File: src/rtl/psg_write_queue.sv
// Purpose: queue CPU sound-chip writes and issue them one at a time to two PSGs, honouring each chip's ready.
// Latency: write accepted at edge E0 appears as a one-cycle sn1_wr/sn2_wr pulse registered at edge E0+2.
// Backpressure: writes arriving while full (and no same-cycle pop) are dropped and flagged on sticky overflow.
module psg_write_queue #(
  parameter int DEPTH = 8,
  parameter int GAP   = 40
) (
  input  logic       clk_sys,
  input  logic       reset,
  input  logic       cpu_wr,
  input  logic       cpu_sel,
  input  logic [7:0] cpu_din,
  input  logic       sn1_rdy,
  input  logic       sn2_rdy,
  output logic       sn1_wr,
  output logic       sn2_wr,
  output logic [7:0] sn_dout,
  output logic       full,
  output logic       empty,
  output logic       overflow,
  output logic       busy
);

  localparam int              AW       = $clog2(DEPTH);
  localparam int              CW       = AW + 1;
  localparam logic [CW-1:0]   DEPTH_C  = CW'(DEPTH);
  localparam logic [7:0]      GAP_LOAD = 8'(GAP - 1);

  typedef enum logic [1:0] {
    ST_IDLE,
    ST_ISSUE,
    ST_GAP,
    ST_WAIT_RDY
  } state_t;

  state_t          state;
  state_t          state_nxt;

  // Entry layout: bit 8 = target chip select, bits 7:0 = data byte.
  logic [8:0]      mem [DEPTH];
  logic [AW-1:0]   wr_ptr;
  logic [AW-1:0]   rd_ptr;
  logic [CW-1:0]   count;
  logic [CW-1:0]   count_nxt;
  logic [8:0]      head;
  logic [8:0]      hold;
  logic [7:0]      gap_cnt;
  logic            head_rdy;
  logic            hold_rdy;
  logic            pop;
  logic            push;
  logic            drop;

  assign head     = mem[rd_ptr];
  assign head_rdy = head[8] ? sn2_rdy : sn1_rdy;
  assign hold_rdy = hold[8] ? sn2_rdy : sn1_rdy;

  // A full queue can still take a write when the FSM pops in the same cycle.
  assign push = cpu_wr && (!full || pop);
  assign drop = cpu_wr && full && !pop;
  assign busy = (state != ST_IDLE);

  // Occupancy arithmetic for the registered count and flags.
  always_comb begin
    count_nxt = count;
    case ({push, pop})
      2'b10:   count_nxt = count + 1'b1;
      2'b01:   count_nxt = count - 1'b1;
      default: count_nxt = count;
    endcase
  end

  // Storage array; no reset needed because count/pointers gate every read.
  always_ff @(posedge clk_sys) begin
    if (!reset && push) begin
      mem[wr_ptr] <= {cpu_sel, cpu_din};
    end
  end

  // Pointers, count, full/empty flags and sticky overflow.
  always_ff @(posedge clk_sys) begin
    if (reset) begin
      wr_ptr   <= '0;
      rd_ptr   <= '0;
      count    <= '0;
      full     <= 1'b0;
      empty    <= 1'b1;
      overflow <= 1'b0;
    end else begin
      if (push) wr_ptr <= wr_ptr + 1'b1;
      if (pop)  rd_ptr <= rd_ptr + 1'b1;
      count <= count_nxt;
      full  <= (count_nxt == DEPTH_C);
      empty <= (count_nxt == '0);
      if (drop) overflow <= 1'b1;
    end
  end

  // FSM state register.
  always_ff @(posedge clk_sys) begin
    if (reset) state <= ST_IDLE;
    else       state <= state_nxt;
  end

  // Next-state logic; pop only happens from IDLE when the head's chip is ready.
  always_comb begin
    state_nxt = state;
    pop       = 1'b0;
    case (state)
      ST_IDLE: begin
        if (!empty && head_rdy) begin
          pop       = 1'b1;
          state_nxt = ST_ISSUE;
        end
      end
      ST_ISSUE: state_nxt = ST_GAP;
      // Counter reaches zero on the edge that leaves GAP; ready is ignored here.
      ST_GAP: begin
        if (gap_cnt == 8'd1) state_nxt = ST_WAIT_RDY;
      end
      ST_WAIT_RDY: begin
        if (hold_rdy) state_nxt = ST_IDLE;
      end
      default: state_nxt = ST_IDLE;
    endcase
  end

  // Hold register, gap counter and registered chip-side outputs.
  always_ff @(posedge clk_sys) begin
    if (reset) begin
      hold    <= '0;
      gap_cnt <= '0;
      sn1_wr  <= 1'b0;
      sn2_wr  <= 1'b0;
      sn_dout <= 8'h00;
    end else begin
      sn1_wr <= 1'b0;
      sn2_wr <= 1'b0;
      if (pop) hold <= head;
      case (state)
        ST_ISSUE: begin
          sn1_wr  <= !hold[8];
          sn2_wr  <= hold[8];
          sn_dout <= hold[7:0];
          gap_cnt <= GAP_LOAD;
        end
        ST_GAP:  gap_cnt <= gap_cnt - 1'b1;
        default: gap_cnt <= gap_cnt;
      endcase
    end
  end

endmodule

File: config.mk
export PLATFORM = sky130hd
export DESIGN_NAME = psg_write_queue
export DESIGN_NICKNAME = d
export VERILOG_FILES = /design/src/rtl/psg_write_queue.sv
export SDC_FILE = /design/constraint.sdc
export NUM_CORES = 1
export LEC_CHECK = 0
export BUFFER_PORTS_ARGS = -buffer_cell sky130_fd_sc_hd__buf_4
export CELL_PAD_IN_SITES_DETAIL_PLACEMENT = 0
export CELL_PAD_IN_SITES_GLOBAL_PLACEMENT = 1
export CORE_ASPECT_RATIO = 1.1
export CORE_MARGIN = 10
export CORE_UTILIZATION = 35
export DETAILED_ROUTE_END_ITERATION = 16
export GPL_TIMING_DRIVEN = 0
export PLACE_DENSITY = 0.58
export SKIP_LAST_GASP = 1
export SYNTH_ARGS = -nofsm -noshare
export SYNTH_HDL_FRONTEND = slang
export SYNTH_SLANG_ARGS = --single-unit
File: constraint.sdc
create_clock -name clk_sys -period 3.8 [get_ports clk_sys]
set_input_delay 0.38 -clock clk_sys [delete_from_list [all_inputs] [get_ports clk_sys]]
set_output_delay 0.38 -clock clk_sys [all_outputs]
set_load 0.02 [all_outputs]
* Word level (Yosys, flattened, before mapping)
Memories as Yosys holds them, arrays and structs flattened. A register that Yosys moved wholly into a read port is not among the register bits.
Index checks and enable logic that the tools add are counted.
** Word-level totals
- Register bits :: 42
- Input port bits :: 14
- Memories :: 1
- Bits in writable memories :: 72
** Memories
- mem :: words 8, width 9, read ports 1, clocked after Yosys merged registers in 1, wr ports 1, RTL line 40 : logic [8:0] mem [DEPTH];
** Operators by class
- Bitwise logic cells :: 1
- Add/sub/neg operators :: 5
- Multiplexer cells :: 14
- Reductions and logical operators :: 17
- Eq/ne operators :: 10
** Operator list (number)
- 8-bit one-hot mux with 2 select lines :: 1
- 8-bit by 1-bit == test with 1-bit output, second input constant :: 1
- 2-bit one-hot mux with 4 select lines :: 1
- 4-bit one-hot mux with 2 select lines :: 1
- 8-bit by 1-bit subtractor with 8-bit output, second input constant :: 1
- 3-bit by 1-bit adder with 3-bit output, second input constant :: 2
- 2-bit == test, second input constant :: 3
- 1-bit 2-to-1 mux :: 6
- 2-bit 2-to-1 mux :: 3
- 3-bit 2-to-1 mux :: 2
- 2-bit != test, second input constant :: 3
- 1-bit logical AND :: 5
- 1-bit zero test :: 5
- 4-bit by 1-bit adder with 4-bit output, second input constant :: 1
- 2-bit by 1-bit == test with 1-bit output, second input constant :: 2
- 4-bit == test, second input constant :: 1
- 4-bit zero test :: 1
- 2-bit nonzero test :: 2
- 4-bit by 1-bit subtractor with 4-bit output, second input constant :: 1
- 3-bit AND reduction :: 1
- 2-bit zero test :: 1
- 2-bit OR reduction :: 1
- 1-bit logical OR :: 1
- 1-bit NOT :: 1

* Depth between registers and ports, before layout
Gate-level depths: netlist of run 1.
- Depth after elaboration :: 9
- Depth in mapped cells :: 14
- Gate-level depth less buffers :: 13

* Least setup slack after synthesis of run 1
No wires, ideal clock.
- Kind :: register -> register
- Start point :: reg with a tool-made name
- End point :: mem mem[4][0] (enable)
- Cell stages (with the launch flop) :: 7
- Path slack :: 761 ps
- Library setup time :: 399 ps
- Arrival :: 2640 ps
- Cells stage by stage :: dfxtp_1 > buf_2 > mux4_2 > buf_6 > mux2i_1 > or2_2 > nor4_1
** RTL lines (RTL line)
- to (decl) :: 40

==> results of run 1 <==
==> registers in the layout (all words and copies together) (netlist names), 2 cells and up, named ones only <==
name and count:
gap_cnt 8, wr_ptr 3, state 2, mem 72, count 4, hold 9, rd_ptr 3, sn_dout 8
==> cells by family (layout without fill, tap and decap cells) <==
kind of cell,after synthesis,count (layout),share of synthesized area [%]
AO/OA/AOI/OAI,35,35,5.66
XOR/XNOR,9,9,1.64
adder cells (fa/ha/maj),11,11,2.87
buffers and inverters,23,88,2.50
flip-flops,117,117,63.8
multiplexers,46,46,14.8
AND/OR/NAND/NOR,83,83,8.71
==> stage by stage <==
| stage | setup slack [ps] | total power [uW] | instances |
|---|---|---|---|
| 2_1_floorplan | 761 | 2410 | 324 |
| 3_3_place_gp | -453 | 2660 | 535 |
| 3_5_place_dp | 474 | 2690 | 541 |
| 4_1_cts | 457 | 4260 | 573 |
| 5_1_grt | 311 | 4430 | 573 |
| 6_report | 519 | 4200 | 573 |
==> Yosys cell counts (all sizes together), types with 3 or more instances <==
cell type	n	share of area, %
a211oi	9	2.2
a21oi	12	1.3
buf	8	1.3
clkbuf	7	0.57
dfxtp	45	19
edfxtp	72	45
ha	11	2.9
inv	8	0.63
mux2i	29	6.4
mux4	17	8.4
nand2	7	0.55
nand2b	12	1.6
nand3	4	0.42
nand3b	4	0.63
nor2	36	2.8
nor3	6	0.63
nor4	3	0.39
o21ai	4	0.42
or3	3	0.39
xnor2	5	0.91
xor2	4	0.73
==> report_power, final <==
| group | internal (uW) | switching, uW |
|---|---|---|
| Clock | 969 | 582 |
| Sequential | 1510 | 113 |
| Combinational | 477 | 550 |
==> worst min-delay path by stage <==
stage	startpoint	endpoint	slack [ps]
after detailed placement	wr_ptr[2]$_SDFFE_PP0P_	wr_ptr[2]$_SDFFE_PP0P_	480
after floorplan	gap_cnt[1]$_SDFFE_PP0P_	gap_cnt[1]$_SDFFE_PP0P_	450
after global routing	cpu_din[6]	mem[4][6]$_DFFE_PP_	190
after global placement	gap_cnt[1]$_SDFFE_PP0P_	gap_cnt[1]$_SDFFE_PP0P_	470
final	cpu_din[6]	mem[4][6]$_DFFE_PP_	200
after CTS	cpu_din[4]	mem[2][4]$_DFFE_PP_	180
==> routing by layer <==
layer | global-route usage (%) | wire (um)
met5 | 0 | 0
met1 | 13.1 | 4340
met4 | 5.98 | 233
met3 | 2.84 | 342
met2 | 17.1 | 4630
==> final cells by class <==
class | count | share of cell area, %
flip-flops and latches | 117 | 51.8
multi-input cells | 184 | 27.9
clock buffers | 18 | 7.26
repair buffers | 33 | 4.57
well taps | 184 | 3.89
clock inverters | 14 | 2.58
plain buffers | 15 | 1.52
inverters | 8 | 0.508
==> out/metrics.cfg, run 1 <==
[status]
outcome=complete, no violations

[global_routing]
antenna_found_initial=0
grt_pass1_vias=2844
grt_overflow=0
grt_max_degree=17
gr-usage-all-layers_pct=10.7
grt_pass1_wl_um=15500

[logic_synthesis]
synthCells=324
synth.net_count=349
syn_area_sq_mm=0.00480
synth_cell_types=44
yosys_warnings=0
async_flop_share_pct=0
synth_edf_count=72
synth_flop_cell=edfxtp_1
seq_area_frac_synth_pct=63.8
synth.avg_cell_area_sq_um=14.8
ys_seq_elements=117

[worst_setup_path]
worstSetupStartpointType=flip-flop
crit_fanout=11
cp_num_cells=13
r2r-end=full$_SDFF_PP0_
cp.arrival_ps=3590
cp_top_family=multiplexers
cp_slowest_stage_delay_ps=580
critPathRequiredTime_ps=4110
slowest_stage=mux4_2
critPathBufInv=3
critical_path.endpoint=full$_SDFF_PP0_
worst_setup_path_end_kind=flip-flop
crit_type=flip-flop to flip-flop
reg2reg_slack_ps=520
path_cells=buf_2, mux4_2, buf_6, mux2i_4, buf_6, ha_1, xor2_1, ha_1, a21oi_1, xor2_1, nor2_1, xnor2_1, nor4bb_1
reg2reg_depth=13

[sta]
fin_worst_skew_ps=5.72
fin_setup_tns_ps=0
holdWs_ps=201
max_freq_mhz=305
final-setup-viol-count=0
fin_crit_sh_pct=86.4
final_max_slew_viol_count=0
worst_pin_slew_ps=1000
hold_viol_final=0
slew_headroom_pct=32.8
period_needed_ps=3280
rsz0062_at_grt=false

[detailed_routing]
wl_per_cell_um=16.6
drt-total-wl_um=9540
drt_first_pass_iters=4
vias=2755
remaining_drc_errors=0
antenna_left=0
drt_iter0_drc=82
vias_per_cell=4.81

[clock_tree]
clock_path_buffers=2
cts_tree=built
clk_pin_slew_ps=60
clock_latency_ps=410
postCtsSetupRepairBufs=0
cts-root-buf=clkbuf_16
cts_inserted_buffers=17
cts_sinks=117
post_cts_resized=0
hold_buffers=0
cts_max_level=4

[finish]
syn_to_final_growth_pct=23.2
fin_util_pct=44.4
regArea_sq_mm=0.00306
fill_cells=1245
drive_above_1_share_pct=26.0
mostFrequentLayoutCell=edfxtp_1
final_area_sq_mm=0.00591
n_antenna_cell=0
multiInputGateArea_sq_mm=0.00165
final_nets=401
final_cell_mix=edfxtp_1 (72), dfxtp_1 (45), nor2_1 (36), mux2i_1 (27), buf_4 (27)

[placed_design]
hpwl_um=6640
placed_cell_area_sq_mm=0.00533
place.gp.congestion=0.728
io_buffers=27

[floorplan]
die_w_um=132
core_sq_mm=0.0133
dieArea_sq_mm=0.0188
initial_core_util_pct=36.0
die_y_um=143
io_pins=28
num_rows=44

[worst_hold_path]
hold_depth=1
hold_class=primary input to flip-flop

[pwr]
ir_worst_vdd_mv=0.311
p_per_area_mw_per_mm2=711
leakagePower_uw=0.00206

[run]
drv_cap=0

Note: power is estimated with default switching activity, not from simulation.
==> run 2, diff against run 1 <==
CTS_BUF_LIST = sky130_fd_sc_hd__clkbuf_16   (was not set)
CTS_CLUSTER_DIAMETER = 200   (was not set)
==> run 2 against run 1 <==
Sequential power hardly changed. Via count hardly changed. First-iteration DRC count up 4.9%. Combinational power hardly changed. Non-clock buffer count is the same. Count of clock-buffer cells in the layout shrank 1. Cell area unchanged. Power barely moved. Register-to-register slack about the same. Critical endpoint unchanged. Highest routed layer unchanged.
==> out/metrics.cfg, run 2 (synthesis gave the netlist of run 1 again) <==
[sta]
final-setup-viol-count=0  ; unchanged
rsz0062_at_grt=false  ; unchanged
slew_headroom_pct=32.8  ; about the same
hold_viol_final=0  ; unchanged
period_needed_ps=3280  ; about the same
final_max_slew_viol_count=0  ; unchanged
fin_crit_sh_pct=86.3  ; was 86.4%
fin_worst_skew_ps=5.52  ; was 5.72 ps
worst_pin_slew_ps=1000  ; about the same
fin_ws_ps=519  ; about the same
max_freq_mhz=305  ; about the same

[worst_hold_path]
hold_class=primary input to flip-flop  ; unchanged

[global_routing]
gr-usage-all-layers_pct=10.7  ; unchanged
antenna_found_initial=0  ; unchanged
grt_max_degree=17  ; unchanged
grt_pass1_wl_um=15500  ; unchanged
grt_pass1_vias=2844  ; unchanged
grt_overflow=0  ; unchanged

[finish]
largest_register_ffs=72  ; unchanged
final_nets=401  ; unchanged
final_area_sq_mm=0.00591  ; unchanged
n_antenna_cell=0  ; unchanged
top_regs=mem (72), hold (9)  ; unchanged
fill_cells=1245  ; unchanged
top_register=mem  ; unchanged
syn_to_final_growth_pct=23.2  ; unchanged
final_cell_mix=edfxtp_1 (72), dfxtp_1 (45), nor2_1 (36), mux2i_1 (27), buf_4 (27)  ; unchanged
finalNonFillerCells=573  ; unchanged
mostFrequentLayoutCell=edfxtp_1  ; unchanged
drive_above_1_share_pct=26.0  ; unchanged

[worst_setup_path]
crit_type=flip-flop to flip-flop  ; unchanged
cp.arrival_ps=3590  ; about the same
worstSetupStartpointType=flip-flop  ; unchanged
critPathRequiredTime_ps=4110  ; about the same
crit_fanout=11  ; unchanged
worst_setup_path_end_kind=flip-flop  ; unchanged

[floorplan]
die_w_um=132  ; unchanged
core_sq_mm=0.0133  ; unchanged
die_y_um=143  ; unchanged
num_rows=44  ; unchanged
io_pins=28  ; unchanged
dieArea_sq_mm=0.0188  ; unchanged
initial_core_util_pct=36.0  ; unchanged

[placed_design]
hpwl_um=6640  ; unchanged
pre_cts_ws_ps=474  ; unchanged
io_buffers=27  ; unchanged
placed_cell_area_sq_mm=0.00533  ; unchanged
place.gp.congestion=0.728  ; unchanged
dp.cells=541  ; unchanged

[status]
outcome=complete, no violations  ; unchanged

[clock_tree]
cts_sinks=117  ; unchanged
hold_buffers=0  ; unchanged
clock_latency_ps=410  ; about the same
post_cts_resized=0  ; unchanged
clk_pin_slew_ps=60  ; about the same
postCtsSetupRepairBufs=0  ; unchanged
cts_inserted_buffers=17  ; unchanged
cts_max_level=4  ; unchanged
clock_path_buffers=2  ; unchanged
cts-root-buf=clkbuf_16  ; unchanged
cts_tree=built  ; unchanged

[detailed_routing]
drt_iter0_drc=86  ; was 82
vias=2756  ; was 2,755
drt_first_pass_iters=4  ; unchanged
antenna_left=0  ; unchanged
remaining_drc_errors=0  ; unchanged
vias_per_cell=4.81  ; about the same
wl_per_cell_um=16.6  ; about the same
drt-total-wl_um=9540  ; about the same

[pwr]
p_per_area_mw_per_mm2=710  ; was 711 mW/mm^2
total_power_uw=4200  ; about the same
leakagePower_uw=0.00206  ; about the same
ir_worst_vdd_mv=0.311  ; about the same

[run]
drv_cap=0  ; unchanged

==> run 2: cell types whose count changed in the layout (fill, tap and decap cells not counted), sizes merged <==
cell	change
inv	+1
clkbuf	-1
==> run 2: final cells by class <==
| class | count | area, sq um | area share (%) |
|---|---|---|---|
| multi-input combinational | 184 | 1650 | 27.9 |
| buffer | 15 | 90.1 | 1.52 |
| clock buffer | 17 | 425 | 7.20 |
| timing repair buffer | 33 | 270 | 4.57 |
| sequential | 117 | 3060 | 51.8 |
| inverter | 8 | 30.0 | 0.508 |
| clock inverter | 15 | 156 | 2.65 |
| tap | 184 | 230 | 3.89 |
==> run 2: worst max-delay path, cell delays in order (launching register included) <==
cell and delay, ps:
dfxtp_1 300, buf_2 300, mux4_2 580, buf_6 160, mux2i_4 190, buf_6 170
ha_1 260, xor2_1 180, ha_1 190, a21oi_1 140, xor2_1 160, nor2_1 60
xnor2_1 220, nor4bb_1 240
==> run 2: power by group <==
| group | internal, uW | switching, uW |
|---|---|---|
| Combinational | 477 | 551 |
| Clock | 967 | 582 |
| Sequential | 1510 | 113 |
| Total | 2950 | 1250 |
==> run 2: final timing paths <==
check	startpoint	endpoint	slack (ps)	depth (start not counted)
max	flip-flop	full$_SDFF_PP0_	520	13
min reg2reg	overflow$_SDFFE_PP0P_	overflow$_SDFFE_PP0P_	490	2
min	cpu_din[6]	mem[4][6]$_DFFE_PP_	200	1
max reg2reg	flip-flop	full$_SDFF_PP0_	520	13
==> run 2: per-layer routing <==
layer  part of all wire (%)  vias to the layer above  GRT usage [%]  wire length (um)
li1                       -                     1325              -                 -
met1                     45                     1365           13.1              4340
met2                     48                       47           17.1              4620
met3                    3.7                       19           2.84               349
met4                    2.4                        0           5.98               233
met5                      0                        -              0                 0
==> run 2: metrics by stage <==
stage / TNS, ps / utilization [%] / hold WS [ps]
after CTS: 0 / 44.4 / 183
after global routing: 0 / 44.4 / 189
final: 0 / 44.4 / 202
after detailed placement: 0 / 40.0 / 483
after floorplan: 0 / - / 454
after global placement: -6850 / 39.3 / 465
